===== config.mk =====
export PLATFORM = sky130hd
export DESIGN_NAME = fetch_unit
export DESIGN_NICKNAME = d
export VERILOG_FILES = /design/src/rtl/cpu_pkg.sv /design/src/rtl/fetch_pc_next.sv /design/src/rtl/fetch_unit.sv
export SDC_FILE = /design/constraint.sdc
export NUM_CORES = 1
export LEC_CHECK = 0
export CORE_MARGIN = 5
export CORE_UTILIZATION = 45
export DETAILED_ROUTE_END_ITERATION = 12
export PLACE_DENSITY = 0.78
export SLEW_MARGIN = 20
export SYNTH_ARGS = -nofsm -noshare
export SYNTH_HDL_FRONTEND = slang
export SYNTH_SLANG_ARGS = --single-unit

===== constraint.sdc =====
create_clock -name i_clk -period 2.86 [get_ports i_clk]
set_input_delay 0.286 -clock i_clk [delete_from_list [all_inputs] [get_ports i_clk]]
set_output_delay 0.286 -clock i_clk [all_outputs]
set_load 0.02 [all_outputs]

===== src/rtl/cpu_pkg.sv =====
// Shared CPU definitions: fetch FSM encoding, opcode values, instruction field
// positions and the next-PC select codes used by the fetch path.
package cpu_pkg;

   localparam logic [1:0] ST_IDLE  = 2'd0;
   localparam logic [1:0] ST_WAIT  = 2'd1;
   localparam logic [1:0] ST_READY = 2'd2;
   localparam logic [1:0] ST_HALT  = 2'd3;

   localparam logic [3:0] OP_NOOP = 4'd0;
   localparam logic [3:0] OP_LOD  = 4'd1;
   localparam logic [3:0] OP_STR  = 4'd2;
   localparam logic [3:0] OP_BRA  = 4'd4;
   localparam logic [3:0] OP_BRR  = 4'd5;
   localparam logic [3:0] OP_BNE  = 4'd6;
   localparam logic [3:0] OP_ALU  = 4'd8;
   localparam logic [3:0] OP_HLT  = 4'd15;

   localparam int OPC_MSB = 31;
   localparam int OPC_LSB = 28;
   localparam int MM_MSB  = 27;
   localparam int MM_LSB  = 24;
   localparam int IMM_MSB = 15;
   localparam int IMM_LSB = 0;

   localparam logic [1:0] PCN_INC = 2'd0;
   localparam logic [1:0] PCN_ABS = 2'd1;
   localparam logic [1:0] PCN_REL = 2'd2;

   function automatic logic is_halt(input logic [3:0] opcode);
      return (opcode == OP_HLT);
   endfunction

endpackage


===== src/rtl/fetch_pc_next.sv =====
// Combinational next-PC selection: sequential increment, absolute branch
// (zero-extended immediate) or PC-relative branch (sign-extended immediate).
module fetch_pc_next
   import cpu_pkg::*;
#(
   parameter int ADDR_W = 16
) (
   input  logic [1:0]        i_sel,
   input  logic [ADDR_W-1:0] i_pc,
   input  logic [ADDR_W-1:0] i_cur_pc,
   input  logic [15:0]       i_imm,
   output logic [ADDR_W-1:0] o_next_pc
);

   logic [ADDR_W-1:0] w_one;
   logic [ADDR_W-1:0] w_imm_zx;
   logic [ADDR_W-1:0] w_imm_sx;

   assign w_one    = ADDR_W'(1);
   assign w_imm_zx = ADDR_W'(i_imm);
   assign w_imm_sx = ADDR_W'($signed(i_imm));

   // All three sums wrap naturally at the address width.
   always_comb begin
      o_next_pc = i_pc + w_one;
      case (i_sel)
         PCN_ABS: o_next_pc = w_imm_zx;
         PCN_REL: o_next_pc = i_cur_pc + w_imm_sx;
         default: o_next_pc = i_pc + w_one;
      endcase
   end

endmodule


===== src/rtl/fetch_unit.sv =====
// Instruction fetch unit: issues one instruction-memory read per PC_WRITE,
// captures the returned word, exposes decoded fields and handles branches/halt.
module fetch_unit
   import cpu_pkg::*;
#(
   parameter int ADDR_W = 16,
   parameter int DATA_W = 32
) (
   input  logic              i_clk,
   input  logic              i_rst_f,
   input  logic              i_pc_rst,
   input  logic              i_pc_write,
   input  logic              i_pc_sel,
   input  logic              i_br_sel,
   output logic              o_imem_req,
   output logic [ADDR_W-1:0] o_imem_addr,
   input  logic [DATA_W-1:0] i_imem_rdata,
   input  logic              i_imem_valid,
   output logic [DATA_W-1:0] o_instr,
   output logic [3:0]        o_opcode,
   output logic [3:0]        o_mm,
   output logic [15:0]       o_imm,
   output logic [ADDR_W-1:0] o_pc,
   output logic [ADDR_W-1:0] o_cur_pc,
   output logic              o_ir_valid,
   output logic              o_halted
);

   logic [1:0]        r_state;
   logic [ADDR_W-1:0] r_pc;
   logic [ADDR_W-1:0] r_cur_pc;
   logic [DATA_W-1:0] r_instr;
   logic              r_imem_req;
   logic [ADDR_W-1:0] r_imem_addr;
   logic              r_ir_valid;
   logic              r_halted;

   logic              w_take_branch;
   logic              w_launch;
   logic [1:0]        w_pcn_sel;
   logic [ADDR_W-1:0] w_next_pc;

   // A branch request wins over a simultaneous fetch launch; launch needs PC_SEL low.
   assign w_take_branch = (r_state == ST_READY) && i_pc_sel;
   assign w_launch      = ((r_state == ST_IDLE) || (r_state == ST_READY)) &&
                          i_pc_write && !i_pc_sel;
   assign w_pcn_sel     = w_take_branch ? (i_br_sel ? PCN_ABS : PCN_REL) : PCN_INC;

   fetch_pc_next #(
      .ADDR_W (ADDR_W)
   ) u_pc_next (
      .i_sel     (w_pcn_sel),
      .i_pc      (r_pc),
      .i_cur_pc  (r_cur_pc),
      .i_imm     (r_instr[IMM_MSB:IMM_LSB]),
      .o_next_pc (w_next_pc)
   );

   always_ff @(posedge i_clk or negedge i_rst_f) begin
      if (!i_rst_f) begin
         r_state     <= ST_IDLE;
         r_pc        <= '0;
         r_cur_pc    <= '0;
         r_instr     <= '0;
         r_imem_req  <= 1'b0;
         r_imem_addr <= '0;
         r_ir_valid  <= 1'b0;
         r_halted    <= 1'b0;
      end else if (i_pc_rst && (r_state != ST_HALT)) begin
         // Abandons any outstanding read; a late VALID is then ignored in IDLE.
         r_state    <= ST_IDLE;
         r_pc       <= '0;
         r_cur_pc   <= '0;
         r_imem_req <= 1'b0;
         r_ir_valid <= 1'b0;
      end else begin
         case (r_state)
            ST_IDLE, ST_READY: begin
               if (w_take_branch) begin
                  r_pc <= w_next_pc;
               end else if (w_launch) begin
                  r_imem_req  <= 1'b1;
                  r_imem_addr <= r_pc;
                  r_state     <= ST_WAIT;
               end
            end
            ST_WAIT: begin
               if (i_imem_valid) begin
                  r_instr    <= i_imem_rdata;
                  r_cur_pc   <= r_pc;
                  r_pc       <= w_next_pc;
                  r_imem_req <= 1'b0;
                  r_ir_valid <= 1'b1;
                  if (is_halt(i_imem_rdata[OPC_MSB:OPC_LSB])) begin
                     r_state  <= ST_HALT;
                     r_halted <= 1'b1;
                  end else begin
                     r_state <= ST_READY;
                  end
               end
            end
            default: begin
            end
         endcase
      end
   end

   assign o_imem_req  = r_imem_req;
   assign o_imem_addr = r_imem_addr;
   assign o_instr     = r_instr;
   assign o_opcode    = r_instr[OPC_MSB:OPC_LSB];
   assign o_mm        = r_instr[MM_MSB:MM_LSB];
   assign o_imm       = r_instr[IMM_MSB:IMM_LSB];
   assign o_pc        = r_pc;
   assign o_cur_pc    = r_cur_pc;
   assign o_ir_valid  = r_ir_valid;
   assign o_halted    = r_halted;

endmodule

# Word level (Yosys, flattened, before mapping)
# Index checks and enable logic that the tools add are counted.
# totals
word_cells	63
out_inout_bits	107
mem_count	0
latch_bits	0
in_bits	39
ram_bits	0
romBits	0
reg_bits	85
# op_classes
mux	24
n_addsub	2
n_bitwise	2
div	0
reduce_logical	17
eq_ne	10
multipliers	0
shift	0
n_lt_le_gt_ge	0
# op_table
operator	n
16-bit two-way mux	6
16-bit one-hot mux with 2 select lines	2
16-bit by 1-bit adder with 16-bit output (second input constant)	1
16-bit adder	1
2-bit two-way mux	6
3-bit != test (second input constant)	4
4-bit AND reduction	3
1-bit two-way mux	8
3-bit AND reduction	2
2-bit by 1-bit equality test with 1-bit output (second input constant)	2
2-bit equality test (second input constant)	2
4-bit equality test (second input constant)	1
1-bit logical AND	4
2-bit one-hot mux with 2 select lines	1
2-bit nonzero test	2
3-bit nonzero test	1
2-bit zero test	1
2-bit != test (second input constant)	1
1-bit NOT	2
1-bit one-hot mux with 2 select lines	1
2-bit AND reduction	1
2-bit OR reduction	1
1-bit zero test	1
1-bit logical OR	1

# Depth between registers and ports, before layout
# logic_depth
ltp_word	8
depth_mapped	9
depth_no_buf	9

# Hierarchy
# From an unflattened synthesis, not the netlist that was laid out.
# unflattened
hier_cells	408
hier_area_um2	4750.8
# modules_own_cells
module	area_each_um2	cells_each	n_inst
fetch_unit	3440.8	231	1
fetch_pc_next	1310.0	177	1

# Least setup slack after synthesis
# OpenSTA, ideal clock, no wires.
# synth_path
kind	reg-to-reg
startpoint	register r_instr[1] (netlist: o_instr[1])
endpoint	register r_pc[13] (netlist: o_pc[13])
required_time_ns	2.794
setup_slack_ns	0.687
t_arrival_ns	2.107
path_stages_with_launch	8
cell_sequence	dfrtp_1 ha_1 a211oi_2 o211ai_2 a41o_1 a221o_1 a32oi_1 o31a_1
# synth_between
elab_chain_cells	5
# synth_lines
element	line	rtl
from (decl)	fetch_unit.sv:32	logic [DATA_W-1:0] r_instr;
from (signal assigned)	fetch_unit.sv:89	r_instr <= i_imem_rdata;
16-bit adder *	fetch_pc_next.sv:28	PCN_REL: o_next_pc = i_cur_pc + w_imm_sx;
16-bit one-hot mux with 2 select lines *	fetch_pc_next.sv:26	case (i_sel)
16-bit two-way mux (on tied branches)	fetch_unit.sv:88, fetch_unit.sv:79	
16-bit one-hot mux with 2 select lines *	fetch_unit.sv:77	case (r_state)
16-bit two-way mux *	fetch_unit.sv:69	end else if (i_pc_rst && (r_state != ST_HALT)) begin
to (signal assigned)	fetch_unit.sv:80	r_pc <= w_next_pc;
to (signal assigned)	fetch_unit.sv:91	r_pc <= w_next_pc;
to (decl)	fetch_unit.sv:30	logic [ADDR_W-1:0] r_pc;
# Every way passes the cells marked *; elsewhere a longest branch is shown, timed or not. The select of a mux whose other input is x is not followed.
# A chain may end at the register's enable or synchronous reset.

# Worst setup path in the final report
# layout_path
startpoint	register r_instr[4] (netlist: o_instr[4])
endpoint	register r_pc[13] (netlist: o_pc[13])
# Same word-level chain as after synthesis.

==> impl_metrics.yaml <==
status:
  status: "complete, but fails checks"
  violations: "negative hold slack"
pwr:
  power.density_mw_per_mm2: 691
  switching_share: 0.386
  clock_power_share: 0.187
  p_total_mw: 4.35
  combPwrFrac: 0.426
  switchingPower_mw: 1.68
  p_leak_nw: 2.95
  p_seq_frac: 0.387
  peakVddDrop_uv: 498
  internal_power_mw: 2.67
clock_network:
  cts_buffer_depth: 2
  clock_latency_ps: 360
  cts_resized: 0
  cts_setup_buffers: 0
  numCtsBuffers: 9
  htree_levels: 3
  clk_pin_slew_ps: 90
  cts_tree: "built"
  root_buffer: "clkbuf_8"
  cts_sinks: 85
  cts-hold-fix-buffers: 0
timing:
  setup_violations: 0
  whs_ps: -14.8
  min_period_over_period: 0.830
  fmax_mhz: 421
  rsz0062_at_grt: "no"
  fin_skew_ps: 15.2
  worst_slew_pin_slew_ps: 781
  max_slew_margin: 0.479
  maxSlewViolCount: 0
  setup_ws_ps: 487
  tns_ps: 0
  period_minus_slack_ps: 2370
  finalHoldViolCount: 6
setup_path:
  end_kind: "flop"
  cp.required_ps: 3150
  crit_start: "o_instr[4]"
  startpoint_type: "flop"
  r2r_setup_slack_ps: 490
  cp.arrival_ps: 2660
  crit-reg2reg-capture: "o_pc[13]"
  worst_r2r_path_depth: 7
  worst_r2r_startpoint: "o_instr[4]"
  cp_max_fo: 6
  worst-setup-path-type: "flop to flop"
yosys:
  syn_area_mm2: 0.00471
  ys_seq_area_frac: 0.452
  synthArstFlopShare: 1.00
  synth_nets: 561
  synth_edf_count: 0
  avgSynthCellArea_um2: 9.33
  synthesis.instances: 505
  synthFlopType: "dfrtp_1"
  ys.warnings.count: 0
  synthDistinctLibCells: 60
  ys_seq_elements: 85
routing:
  drt_pass1_iterations: 7
  vias_per_cell: 5.52
  drt_iter0_markers: 303
  postRouteAntennaNets: 0
  drc_errors: 0
  vias: 4192
  routed_wl_um: 13400
  avgRoutedWirePerCell_um: 17.7
worst_hold_path:
  hold_class: "input port to async pin"
cells_and_area:
  final_core_util: 0.613
  layout-drive-gt1-share: 0.0753
  final_nets: 676
  area_growth_pct: 33.7
  fill_cells: 914
  final_cells: 760
  multi_input_area_mm2: 0.00227
  finalInstanceArea_mm2: 0.00630
  antenna_cells: 0
  regArea_mm2: 0.00213
die:
  die_h_um: 112
  initial_core_util: 0.458
  die_w_um: 112
  io_pins: 146
  std_cell_rows: 37
  die_area_mm2: 0.0126
  core_area_mm2: 0.0103
place:
  placedInstanceArea_mm2: 0.00611
  globalplace.congestion: 0.887
  dp_worst_setup_slack_ps: 551
  dpl.hpwl_um: 9980
  dpl.cell_count: 745
  portBuffers: 145
grt:
  grt_pass1_wl_um: 21800
  overflow: 0
  grt_pass1_vias: 4189
  antenna_found_initial: 0
  grt-busiest-layer: "met2"
  grt_max_degree: 86
  grtUsageMet1: 0.279
  track_usage: 0.213
  use_met3: 0.0717
  grtUsageMet2: 0.337
run:
  maxCapViolCount: 0
-- cells in the final DEF (no fill, tap or decap), drive strengths merged, types with 9 or more instances in the layout --
cell type / netlist / layout
nor2: 24 / 24
buf: 31 / 11
xor2: 9 / 9
a21o: 10 / 10
nand2: 119 / 119
a21oi: 25 / 25
ha: 16 / 16
a22o: 15 / 15
clkbuf: 20 / 10
mux2: 17 / 17
clkdlybuf4s50: 0 / 144
o21ai: 24 / 24
dfrtp: 85 / 85
-- flip-flops by register name, indices dropped and copies added (netlist names) --
register     cells
o_instr         32
r_state          2
o_imem_req       1
o_pc            16
o_cur_pc        16
o_imem_addr     16
o_halted         1
o_ir_valid       1
-- layer usage --
metal | up-vias | wire (um)
met2 | 168 | 6090
met1 | 2039 | 5930
met4 | 0 | 213
met3 | 14 | 1200
li1 | 1971 | -
met5 | - | 0
-- cells in the mapped netlist, drive strengths merged (4+ instances only) --
cell type | instances | area share
a211oi | 5 | 0.0090
a21o | 10 | 0.016
a21oi | 25 | 0.027
a22o | 15 | 0.028
and3 | 4 | 0.0053
buf | 31 | 0.047
clkbuf | 20 | 0.016
dfrtp | 85 | 0.45
ha | 16 | 0.043
inv | 7 | 0.0056
mux2 | 17 | 0.041
nand2 | 119 | 0.095
nand2b | 4 | 0.0053
nand3 | 8 | 0.0085
nand4 | 6 | 0.0093
nor2 | 24 | 0.019
nor2b | 5 | 0.0066
nor3 | 7 | 0.0074
o211ai | 6 | 0.012
o21ai | 24 | 0.026
o221ai | 5 | 0.0093
or2 | 5 | 0.0066
xnor2 | 8 | 0.015
xor2 | 9 | 0.017
-- cells by family after synthesis --
logic type	Yosys count	synth area share
multiplexers	18	0.0428
buffers and inverters	58	0.0683
AND/OR/NAND/NOR	193	0.184
adder cells (fa/ha/maj)	17	0.0468
flip-flops	85	0.452
XOR/XNOR	17	0.0316
AO/OA/AOI/OAI	117	0.175
-- area by class of cell --
type	instances	area share
clock buffer	10	0.0203
inverter	7	0.00417
multi-input combinational	362	0.360
tap	136	0.0270
sequential	85	0.338
timing repair buffer	155	0.243
clock inverter	5	0.00834
-- worst max-delay path, stage by stage (launching register included) --
cell and delay, ps:
dfrtp_1 450, ha_1 410, a21oi_1 240, o211ai_2 170, a41o_1 290, a221o_1 390
a32oi_1 210, o31a_1 160
-- worst max-delay path by stage --
stage	to	depth (start not counted)
after floorplan	o_pc[13]	7
after global placement	o_pc[13]	7
after detailed placement	o_pc[13]	7
after CTS	o_pc[13]	7
after global routing	o_pc[10]	9
final	o_pc[13]	7
-- power by group through the flow --
stage	Sequential, mW	Clock (mW)	Combinational (mW)
detailed placement	1.71	0	1.86
CTS	1.69	0.830	1.87
finish	1.69	0.812	1.86
global route	1.73	0.882	1.98
global placement	1.69	0	1.84
floorplan	1.89	0	0.867
Power figures use the tool's default switching activity.
